===== src/rtl/alu_seq.sv =====
// Multi-cycle sequencer driving an 8-operation combinational ALU from a small register file.
// Optional zero-flag cross-check enabled by defining ALU_SEQ_ZCHECK_EN.
module alu_seq #(
  parameter int unsigned WIDTH = 8,
  parameter int unsigned NREG  = 4
) (
  input  logic                          clk,
  input  logic                          reset,
  input  logic                          instr_valid,
  output logic                          instr_ready,
  input  logic [3+3*$clog2(NREG)-1:0]   instr,
  input  logic                          wr_en,
  input  logic [$clog2(NREG)-1:0]       wr_addr,
  input  logic [WIDTH-1:0]              wr_data,
  output logic [WIDTH-1:0]              alu_A,
  output logic [WIDTH-1:0]              alu_B,
  output logic [2:0]                    alu_Op,
  input  logic [WIDTH-1:0]              alu_S,
  input  logic                          alu_zero,
  output logic [WIDTH-1:0]              result,
  output logic                          zero_flag,
  output logic                          done,
  output logic                          err
);

  localparam int unsigned AW = $clog2(NREG);
  localparam int unsigned IW = 3 + 3 * AW;

  localparam logic [1:0] IDLE  = 2'd0;
  localparam logic [1:0] ISSUE = 2'd1;
  localparam logic [1:0] WB    = 2'd2;

  logic [1:0]       state;
  logic [1:0]       state_nxt;
  logic             accept_c;
  logic [WIDTH-1:0] rf [NREG];
  logic [AW-1:0]    rd_q;

  logic [2:0]    op_c;
  logic [AW-1:0] rd_c;
  logic [AW-1:0] ra_c;
  logic [AW-1:0] rb_c;

  assign op_c = instr[IW-1 -: 3];
  assign rd_c = instr[3*AW-1 -: AW];
  assign ra_c = instr[2*AW-1 -: AW];
  assign rb_c = instr[AW-1:0];

  // State register
  always_ff @(posedge clk) begin
    if (reset) state <= IDLE;
    else       state <= state_nxt;
  end

  // Next-state decode; acceptance only possible in IDLE
  always_comb begin
    state_nxt = state;
    accept_c  = 1'b0;
    case (state)
      IDLE: begin
        if (instr_valid) begin
          accept_c  = 1'b1;
          state_nxt = ISSUE;
        end
      end
      ISSUE:   state_nxt = WB;
      WB:      state_nxt = IDLE;
      default: state_nxt = IDLE;
    endcase
  end

  // Datapath: operand latch, writeback, register file; ALU writeback overrides an external write
  always_ff @(posedge clk) begin
    if (reset) begin
      instr_ready <= 1'b1;
      alu_A       <= '0;
      alu_B       <= '0;
      alu_Op      <= 3'b000;
      rd_q        <= '0;
      result      <= '0;
      zero_flag   <= 1'b0;
      done        <= 1'b0;
      for (int i = 0; i < int'(NREG); i++) rf[i] <= '0;
    end else begin
      instr_ready <= (state_nxt == IDLE);
      done        <= (state == ISSUE);
      if (accept_c) begin
        alu_Op <= op_c;
        alu_A  <= rf[ra_c];
        alu_B  <= rf[rb_c];
        rd_q   <= rd_c;
      end
      if (wr_en) rf[wr_addr] <= wr_data;
      if (state == ISSUE) begin
        rf[rd_q]  <= alu_S;
        result    <= alu_S;
        zero_flag <= alu_zero;
      end
    end
  end

`ifdef ALU_SEQ_ZCHECK_EN
  // Sticky flag: ALU-reported zero disagrees with the result it produced
  always_ff @(posedge clk) begin
    if (reset) err <= 1'b0;
    else if ((state == ISSUE) && ((alu_S == '0) != alu_zero)) err <= 1'b1;
  end
`else
  assign err = 1'b0;
`endif

endmodule


===== config.mk =====
export PLATFORM = sky130hd
export DESIGN_NAME = alu_seq
export DESIGN_NICKNAME = d
export VERILOG_FILES = /design/src/rtl/alu_seq.sv
export SDC_FILE = /design/constraint.sdc
export NUM_CORES = 1
export LEC_CHECK = 0
export BUFFER_PORTS_ARGS = -buffer_cell sky130_fd_sc_hd__buf_2
export CORE_MARGIN = 2
export CORE_UTILIZATION = 59
export CTS_CLUSTER_SIZE = 14
export DETAILED_ROUTE_END_ITERATION = 10
export GPL_TIMING_DRIVEN = 0
export HOLD_SLACK_MARGIN = 0.03
export PLACE_DENSITY = 0.88
export SLEW_MARGIN = 20
export SYNTH_ARGS = -nofsm -noshare
export SYNTH_HDL_FRONTEND = slang
export SYNTH_SLANG_ARGS = --single-unit

===== constraint.sdc =====
create_clock -name clk -period 3.4 [get_ports clk]
set_input_delay 0.68 -clock clk [delete_from_list [all_inputs] [get_ports clk]]
set_output_delay 0.68 -clock clk [all_outputs]
set_load 0.01 [all_outputs]

==> reports/qor.yml <==
min_path:
  min_from: "alu_B[7]"
  min_delay_worst_endpoint: "alu_B[7]"
  hold_depth: 2
  min_path_type: "flop to flop"
placement:
  routabilityCongestion: 0.810
  dp.cells: 417
  io_buffers: 57
  dpl.hpwl_um: 5070
timing:
  worst_pin_slew_ps: 879
  maxSlewViolCount: 0
  fin_crit_ps: 2080
  fmax_mhz: 481
  rsz0062_at_grt: "no"
  setup_viol: 0
  hold_violations: 0
  fin_tns_setup_ps: 0
  finalHoldWorstSlack_ps: 452
  clock_skew_ps: 10.6
  max_slew_margin_pct: 41.2
  timing.final.crit_share_pct: 61.2
yosys:
  ys.warnings.count: 0
  synthesis.area_um2: 3120
  synth.avg_cell_area_um2: 10.8
  syn_inst: 290
  ys_seq_area_share_pct: 52.6
  syn_nets: 322
  ys_seq_elements: 66
  yosys.cell_types.count: 29
cells_and_area:
  postLayoutCoreUtil_pct: 71.5
  multi_input_area_um2: 1340
  fill_cells: 368
  layout.cells.non_filler: 433
  layout_commonest_cell: "nand2_1"
  final-seq-area_um2: 1640
  nets: 390
  syn_to_final_growth_pct: 17.0
  diodes: 0
  drive_above_1_share_pct: 27.0
  mostFrequentLayoutCells: "nand2_1 (94), buf_2 (66), dfxtp_1 (34)"
clock_network:
  cts_root_buffer: "clkbuf_8"
  cts_tree: "built"
  cts_buffers: 9
  clk_latency_ps: 340
  postCtsSetupBuffers: 0
  postCtsHoldBufs: 0
  clk_pin_slew_worst_paths_ps: 60
  cts-htree-levels: 3
  cts_sinks: 66
  clk_path_buf_depth: 2
  post_cts_resized: 0
critical_path:
  path_max_fanout: 9
  cp.required_ps: 3390
  end_kind: "flop"
  critical_path_arrival_ps: 2070
  crit_path_start_kind: "primary input"
  slowest_delay_ps: 780
  reg2reg_from: "state[1]"
  worstPathCellList: "buf_2, nor4b_2, or3_1"
  reg2reg_depth: 4
  regToRegSetupSlack_ps: 1600
  worstSetupPathType: "primary input to flop"
  cpMaxStageDelayCell: "nor4b_2"
  r2r_end: "rf[0][3]"
global_route:
  grt_max_degree: 12
  track_usage_pct: 24.0
  grt_pass1_vias: 2294
  grt_overflow: 0
  grt_pass1_wl_um: 10800
  antenna_found_initial: 0
detailed_routing:
  drtAntennaViolNets: 0
  drt_iter0_drc: 143
  via_per_inst: 5.52
  vias: 2388
  wl_um: 6800
  drt-wirelength-per-cell_um: 15.7
  drc: 0
  drt-pass1-iter-count: 4
die:
  dieArea_um2: 5890
  die_h_um: 76.7
  core-area_um2: 5110
  std_cell_rows: 26
  ioPinCount: 63
  initial_core_util_pct: 61.1
  die_w_um: 76.7
job:
  drv_cap: 0
power_and_ir_drop:
  leakagePower_nw: 1.56
  power_density_nw_per_um2: 455
  peakVddDrop_uv: 237
run_status:
  status: "finished, final reports clean"
==> synthesized netlist by cell type <==
cell,n,area (um^2)
clkbuf_1,8,30.0
nand3b_1,1,7.51
buf_1,4,15.0
nor2b_1,1,6.26
buf_4,1,7.51
nor2_1,2,7.51
buf_2,9,45.0
nor3b_1,2,15.0
conb_1,1,3.75
and3b_1,1,8.76
nand2_1,94,353
nor4bb_1,2,20.0
and2b_1,1,7.51
inv_1,8,30.0
nor4_1,1,6.26
a31oi_1,1,6.26
edfxtp_1,32,961
or3_1,2,12.5
nand3_1,1,5.00
nand2b_1,1,6.26
a21oi_1,30,150
nor4b_2,1,15.0
buf_6,1,11.3
nor3b_2,1,12.5
or3b_1,1,8.76
dfxtp_1,34,681
mux4_2,16,360
mux2i_1,32,320
a21o_1,1,7.51
==> sequential cells by signal, indices dropped and copies added (netlist names) <==
register     cells
alu_A            8
alu_B            8
alu_Op           3
done             1
instr_ready      1
rd_q             2
result           8
rf              32
state            2
zero_flag        1
==> per-stage QoR <==
stage	total power [W]	setup WS (ps)	instance area, um^2
6_report	0.00166	1320	3650
5_1_grt	0.00172	1270	3650
4_1_cts	0.00166	1320	3650
3_5_place_dp	0.00113	968	3490
3_3_place_gp	0.00112	1060	3490
2_1_floorplan	0.00105	1530	3120
==> cell type report <==
cell class	count	area share, %
well taps	70	2.40
flip-flops and latches	66	45.0
clock inverters	3	0.480
clock buffers	13	3.81
plain buffers	23	2.98
inverters	8	0.823
repair buffers	57	7.82
multi-input cells	193	36.7
==> metal layers <==
layer / vias up / wire (um) / GRT usage (%)
met4: 0 / 147 / 12.4
met2: 125 / 3320 / 39.1
li1: 1142 / - / -
met5: - / 0 / 0
met3: 13 / 501 / 4.47
met1: 1108 / 2830 / 30.6
==> power breakdown <==
group | switching (W) | internal [W] | leakage (nW)
clock network | 0.000284 | 0.000263 | 0.0774
logic | 0.000115 | 0.0000918 | 0.869
registers | 0.0000253 | 0.000883 | 0.613
total | 0.000424 | 0.00124 | 1.56
==> worst max path at each step <==
stage          slack [ps]        from  endpoint  cells past startpoint
3_3_place_gp         1060  wr_addr[0]  rf[0][4]                      3
6_report             1320  wr_addr[0]  rf[0][3]                      3
5_1_grt              1270  wr_addr[0]  rf[0][3]                      3
4_1_cts              1320  wr_addr[0]  rf[0][3]                      3
3_5_place_dp          970  wr_addr[0]  rf[0][1]                      3
2_1_floorplan        1530  wr_addr[0]  rf[0][0]                      2
==> critical path, delay by kind of cell <==
| family | cells | cell delay (ps) |
|---|---|---|
| buffers and inverters | 1 | 120 |
| AND/OR/NAND/NOR | 2 | 1260 |
==> cells by family (layout without fill, tap and decap cells) <==
logic type,Yosys count,in the layout,share of synthesized area [%]
AO/OA/AOI/OAI,32,32,5.25
buffers and inverters,31,104,4.45
flip-flops,66,66,52.6
multiplexers,48,48,21.8
other,1,1,0.120
AND/OR/NAND/NOR,112,112,15.8
No activity file was read; power rests on OpenSTA's default activity.
